--- src/rtl/uart_rx_fifo.sv ---
// Receive-side character FIFO behind the UART receiver: stores {break, data} per
// received pulse and presents the oldest entry first-word-fall-through.
module uart_rx_fifo #(
  parameter int PAYLOAD_BITS = 8,
  parameter int DEPTH        = 16,
  parameter bit KEEP_BREAK   = 1'b1,
  localparam int ADDR_W      = $clog2(DEPTH)
) (
  input  logic                    clk,
  input  logic                    resetn,
  input  logic                    in_valid,
  input  logic [PAYLOAD_BITS-1:0] in_data,
  input  logic                    in_break,
  output logic                    out_valid,
  input  logic                    out_ready,
  output logic [PAYLOAD_BITS-1:0] out_data,
  output logic                    out_break,
  output logic [ADDR_W:0]         level,
  output logic                    full,
  output logic                    overflow,
  input  logic                    ovf_clear,
  input  logic                    flush
);

  localparam int WORD_W = PAYLOAD_BITS + 1;
  localparam logic [ADDR_W:0] PTR_ONE = {{ADDR_W{1'b0}}, 1'b1};

  // Handshake: the head entry transfers on any edge where out_valid and out_ready
  // are both high; out_valid never depends on out_ready. in_valid has no back-pressure.
  logic [WORD_W-1:0] mem_q [DEPTH];
  logic [ADDR_W:0]   wr_ptr_q, wr_ptr_d;
  logic [ADDR_W:0]   rd_ptr_q, rd_ptr_d;
  logic              overflow_q, overflow_d;
  logic              empty, push, pop, wr_en, drop;
  logic [WORD_W-1:0] head_word;

  assign empty     = (wr_ptr_q == rd_ptr_q);
  assign full      = (wr_ptr_q[ADDR_W-1:0] == rd_ptr_q[ADDR_W-1:0]) &&
                     (wr_ptr_q[ADDR_W] != rd_ptr_q[ADDR_W]);
  assign level     = wr_ptr_q - rd_ptr_q;
  assign out_valid = ~empty;
  assign head_word = mem_q[rd_ptr_q[ADDR_W-1:0]];
  assign out_data  = out_valid ? head_word[PAYLOAD_BITS-1:0] : '0;
  assign out_break = out_valid & head_word[PAYLOAD_BITS];
  assign overflow  = overflow_q;

  always_comb begin
    push       = in_valid & (KEEP_BREAK | ~in_break) & ~flush;
    pop        = ~empty & out_ready & ~flush;
    // A full FIFO still accepts a write when the head leaves on the same edge.
    wr_en      = push & (~full | pop);
    drop       = push & full & ~pop;
    wr_ptr_d   = wr_ptr_q;
    rd_ptr_d   = rd_ptr_q;
    overflow_d = overflow_q;
    if (flush) begin
      wr_ptr_d = '0;
      rd_ptr_d = '0;
    end else begin
      if (wr_en) wr_ptr_d = wr_ptr_q + PTR_ONE;
      if (pop)   rd_ptr_d = rd_ptr_q + PTR_ONE;
    end
    if (drop)           overflow_d = 1'b1;
    else if (ovf_clear) overflow_d = 1'b0;
  end

  always_ff @(posedge clk or negedge resetn) begin
    if (!resetn) begin
      wr_ptr_q   <= '0;
      rd_ptr_q   <= '0;
      overflow_q <= 1'b0;
    end else begin
      wr_ptr_q   <= wr_ptr_d;
      rd_ptr_q   <= rd_ptr_d;
      overflow_q <= overflow_d;
    end
  end

  // Storage is intentionally left unreset; the pointers alone define validity.
  always_ff @(posedge clk) begin
    if (wr_en) mem_q[wr_ptr_q[ADDR_W-1:0]] <= {in_break, in_data};
  end

endmodule

--- config.mk ---
export PLATFORM = sky130hd
export DESIGN_NAME = uart_rx_fifo
export DESIGN_NICKNAME = d
export VERILOG_FILES = /design/src/rtl/uart_rx_fifo.sv
export SDC_FILE = /design/constraint.sdc
export NUM_CORES = 1
export LEC_CHECK = 0
export CAP_MARGIN = 15
export CORE_MARGIN = 2
export CORE_UTILIZATION = 55
export CTS_BUF_LIST = sky130_fd_sc_hd__clkbuf_8
export CTS_CLUSTER_DIAMETER = 40
export CTS_CLUSTER_SIZE = 24
export DETAILED_ROUTE_END_ITERATION = 7
export DONT_BUFFER_PORTS = 1
export PLACE_DENSITY = 0.85
export SYNTH_ARGS = -nofsm -noshare
export SYNTH_HDL_FRONTEND = slang
export SYNTH_SLANG_ARGS = --single-unit
export TNS_END_PERCENT = 10
--- constraint.sdc ---
create_clock -name clk -period 2.5 [get_ports clk]
set_input_delay 0.375 -clock clk [delete_from_list [all_inputs] [get_ports clk]]
set_output_delay 0.375 -clock clk [all_outputs]
set_load 0.01 [all_outputs]
== After elaboration in Yosys (flattened, before gate mapping) ==
Memories as Yosys holds them, arrays and structs flattened.
Index checks and enable logic that the tools add are counted.
W data, S select, Z words.

* Register bits: 11
* Bits in writable memories: 144
* Bits of input ports: 15
* Output and inout bits: 17
* Word-level logic and storage cells: 35
* Memories: 1

* Add/subtract/negate cells: 3
* Eq/ne operators: 3
* Multiplexer cells: 9
* Bitwise logic cells: 12
* Reductions and logical operators: 4

{| class="wikitable"
|+ Memory list
! memory !! depth !! bits a word !! read ports !! clocked after memory_dff !! write ports !! RTL line !! RTL
|-
| mem_q || 16 || 9 || 1 || 0 || 1 || 30 || <nowiki>logic [WORD_W-1:0] mem_q [DEPTH];</nowiki>
|}

{| class="wikitable"
|+ Operator list
! cell !! count
|-
| $mux W5 || 4
|-
| $add A5 B1 Y5 const B || 2
|-
| $mux W8 || 1
|-
| $and A1 B1 Y1 || 7
|-
| $reduce_bool A2 Y1 || 3
|-
| $eq A5 B5 Y1 || 1
|-
| $sub A5 B5 Y5 || 1
|-
| $eq A4 B4 Y1 || 1
|-
| $mux W1 || 4
|-
| $not A1 Y1 || 4
|-
| $logic_and A1 B1 Y1 || 1
|-
| $ne A1 B1 Y1 || 1
|-
| $or A1 B1 Y1 || 1
|}

== Longest topological paths before layout ==
* Word-level depth: 8
* Depth in mapped cells: 8
* Depth with buffers taken out: 7

== Least setup slack after synthesis ==
Ideal clock, no wire load.

* Kind: reg2reg
* From: reg rd_ptr_q[3]
* To: mem mem_q[7][0] (netlist name), enable pin
* Setup time: 0.337 ns
* Arrival: 2.184 ns
* Required time: 2.163 ns
* Slack: -0.022 ns
* Cell stages (with the launch flop): 8
* Buffers on the path: 1
* Period minus slack after synthesis: 2.522 ns
* Cell sequence: dfrtp_1 clkbuf_1 inv_2 ha_1 and4_1 a31oi_2 and3b_1 and2_1

* Word-level cells in the longest chain between the ends: 8
* Elaborated cells between the ends (all ways): 11
* Classes of those cells: 2 x eq/ne; 2 x mux; 6 x bitwise; 1 x reduce/logical

{| class="wikitable"
|+ RTL lines
! element !! RTL line !! RTL
|-
| start: declaration || 32 || <nowiki>logic [ADDR_W:0] rd_ptr_q, rd_ptr_d;</nowiki>
|-
| start signal: assignment || 74 || <nowiki>rd_ptr_q <= rd_ptr_d;</nowiki>
|-
| $eq A5 B5 Y1 || 37 || <nowiki>assign empty = (wr_ptr_q == rd_ptr_q);</nowiki>
|-
| $not A1 Y1 || 49 || <nowiki>pop = ~empty & out_ready & ~flush;</nowiki>
|-
| $and A1 B1 Y1 (2 in a row) || 49 ||
|-
| $or A1 B1 Y1 * || 51 || <nowiki>wr_en = push & (~full | pop);</nowiki>
|-
| $and A1 B1 Y1 * || 51 ||
|-
| $mux W1 * || 81 || <nowiki>if (wr_en) mem_q[wr_ptr_q[ADDR_W-1:0]] <= {in_break, in_data};</nowiki>
|-
| $mux W1 (implied by the code) * || 81 ||
|-
| end: declaration || 30 ||
|}

Mark *: on every way between the ends. The rest lies on a longest branch, timed or not.

== Worst setup path after layout ==
* From: reg rd_ptr_q[0]
* To: out out_break

* Word-level cells in the longest chain between the ends: 3
* Elaborated cells between the ends (all ways): 4
* Classes of those cells: 1 x eq/ne; 2 x bitwise; 1 x memory

{| class="wikitable"
|+ RTL lines
! element !! RTL line !! RTL
|-
| parallel branches: the longest is 2 deep, another holds $mem_v2 Z16 W9 || -- ||
|-
| $and A1 B1 Y1 * || 44 || <nowiki>assign out_break = out_valid & head_word[PAYLOAD_BITS];</nowiki>
|-
| end: declaration || 17 || <nowiki>output logic out_break,</nowiki>
|}

Mark *: on every way between the ends.

==> metrics.cfg <==
[cells_and_area]
fin_util=0.666
n_antenna_cell=0
final_nets=421
n_fill_cell=750
layout-drive-gt1-share=0.355
syn_to_final_growth_pct=18.5

[timing]
setup-violations-final=9
timing.final.crit_share=1.11
max_freq_ghz=0.362
setup_ws_ps=-263
hold_viol=0
skew_ps=15.0
period_minus_slack_ps=2760
worstMarginPinSlew_ps=648
timing.hold.ws_ps=21.9
grt_setup_unrepaired=yes
slew_headroom=0.566
slew_viol_final=0

[logic_synthesis]
synth_cells=331
syn_nets=356
netlist.area_leader.share=0.674
syn_area_um2=6420
yosys-top-cells-area=edfxtp_1 (67%), mux4_2 (13%), dfrtp_1 (4.3%)
ys_seq_area_frac=0.716
yosysTopAreaCell=edfxtp_1
ys_seq_elements=155
syn_avg_cell_area_um2=19.4
yosysWarnings=0
synthDistinctLibCells=41

[job]
maxCapViolCount=0

[drt]
vias_per_cell=6.28
route.detailed.drc=0
vias=3466
drtAntennaViolNets=0
drt_iter0_drc=331
wl_per_cell_um=25.5
routed_wl_um=14000
drt_pre_antenna_iters=5

[power_and_ir_drop]
power_density_nw_per_um2=772
p_leak_nw=2.64
ir_worst_vdd_mv=0.422

[setup_path]
start_kind=register
slowest_delay_ps=540
path_delay_family=multiplexers
cp-end-kind=output pin
path_cells=clkbuf_16 -> mux4_2 -> mux2_4 -> o21ai_2 -> a21oi_2 -> buf_4
crit_required_ps=2120
cp_max_fo=8
worstPathArrival_ps=2390
cp_slowest_cell=mux4_2
crit_buf_inv=2
critPathKind=reg -> out

[die]
row_count=39
start_util=0.562
core_area_um2=11400
die_h_um=112
ios=32
die_w_um=112
dieArea_um2=12600

[clock_network]
cts.reportedPaths.clkPinSlew_ps=100
clkSinkCount=155
cts_buffers=17
clock_path_buffers=2
cts_tree=done
clock-root-buffer=clkbuf_8
clock_latency_ps=450
htree_levels=4

[outcome]
violations=negative setup slack
outcome=finished, violations left

[placed_design]
routabilityCongestion=0.813
io_buffer_count=0
dp_slack_ps=190
hpwl_um=8120

[global_route]
grt_max_degree=23
grt_pass1_vias=3495
grt.overflow.total=0
grt_use_total=0.225
antenna_found_initial=0
grt_pass1_wl_um=20300

[min_path]
hold_path.class=in -> reg

## repair_timing
action                                  CTS  global route
hold endpoints to repair                 22            52
hold buffers                              3            11
endpoints found under the setup margin   11            12
gates cloned                              2             0
buffers inserted                          2             0
pin swaps                                 0             0
gates resized for setup                  16            11
## through the flow
step           cells  area, um^2  setup TNS (ps)  power, mW
2_1_floorplan    331        6420               0       3.60
3_3_place_gp     502        6910               0       3.83
3_5_place_dp     502        6910               0       3.86
4_1_cts          541        7460           -2080       5.82
5_1_grt          552        7600           -2490       6.06
6_report         552        7600           -2050       5.87
## cell type report
type / instances / area (um^2) / share of cell area
Sequential cell: 155 / 4600 / 0.605
Multi-Input combinational cell: 153 / 1800 / 0.236
Timing Repair Buffer: 59 / 598 / 0.0786
Clock buffer: 17 / 234 / 0.0308
Tap cell: 143 / 179 / 0.0235
Clock inverter: 15 / 159 / 0.0209
Inverter: 10 / 37.5 / 0.00494
## Yosys cell counts
master / instances
a211oi_1: 1
o21ai_1: 8
o21ai_2: 1
inv_1: 9
and3_1: 9
dfrtp_1: 11
nand2_1: 3
buf_1: 1
a21o_1: 2
nand2b_1: 2
xnor2_1: 6
clkbuf_1: 6
o31ai_4: 1
and4_1: 1
xor2_2: 1
mux2i_1: 10
xor2_1: 2
o311ai_2: 1
inv_2: 1
and2_1: 8
o41ai_1: 1
mux2_2: 9
nand3_1: 4
o21ai_0: 3
buf_4: 3
buf_6: 1
edfxtp_1: 144
a21oi_1: 13
ha_1: 9
or3_1: 3
buf_2: 2
a31oi_2: 1
nand4_1: 1
o211ai_1: 1
fa_1: 1
nor2b_1: 1
xnor2_2: 1
and3b_1: 1
mux4_2: 36
nor2_1: 11
o31ai_1: 1
## where the power goes
part	internal, mW	leakage, nW	switching, mW	total, mW
logic	0.582	1.01	0.557	1.14
clock network	0.825	0.190	1.02	1.85
registers	2.86	1.45	0.0292	2.89
total	4.27	2.64	1.61	5.87
## per-layer routing
| metal | track usage | routed length, um | vias to the layer above |
|---|---|---|---|
| li1 | - | - | 1465 |
| met1 | 0.300 | 5580 | 1778 |
| met2 | 0.372 | 7160 | 183 |
| met3 | 0.0616 | 923 | 40 |
| met4 | 0.0634 | 386 | 0 |
| met5 | 0 | 0 | - |
## cell usage in the layout, fill, tap and decap left out, drive strengths merged, types with 2 or more instances in the layout
cell         count
a21o             2
a21oi           13
and2             8
and3             9
buf             44
clkbuf          18
clkinv           4
clkinvlp         3
dfrtp           11
dlygate4sd3     14
edfxtp         144
ha               9
inv             17
mux2             9
mux2i           10
mux4            36
nand2            3
nand2b           2
nand3            4
nor2            11
o21ai           12
o31ai            2
or3              3
xnor2            7
xor2             3
## sequential cells by signal, summed over array words and instances (netlist names)
register and flops:
mem_q 144, wr_ptr_q 5, overflow 1, rd_ptr_q 5
## path summary, 6_finish.rpt
check	cells after the start	start	to	slack [ps]
setup / recovery	6	rd_ptr_q[0]	out_break	-260
max in group asynchronous	1	resetn	rd_ptr_q[0]	1800
setup reg to reg	6	rd_ptr_q[0]	mem_q[14][0]	260
hold / removal	0	in_data[6]	mem_q[13][6]	20
hold reg to reg	2	overflow	overflow	580
min in group asynchronous	1	resetn	rd_ptr_q[2]	330
## kinds of logic after synthesis
logic type / share of synthesized area
AO/OA/AOI/OAI: 0.0351
multiplexers: 0.158
AND/OR/NAND/NOR: 0.0374
flip-flops: 0.716
XOR/XNOR: 0.0160
adder cells (fa/ha/maj): 0.0207
buffers and inverters: 0.0168
Power figures use the tool's default switching activity.
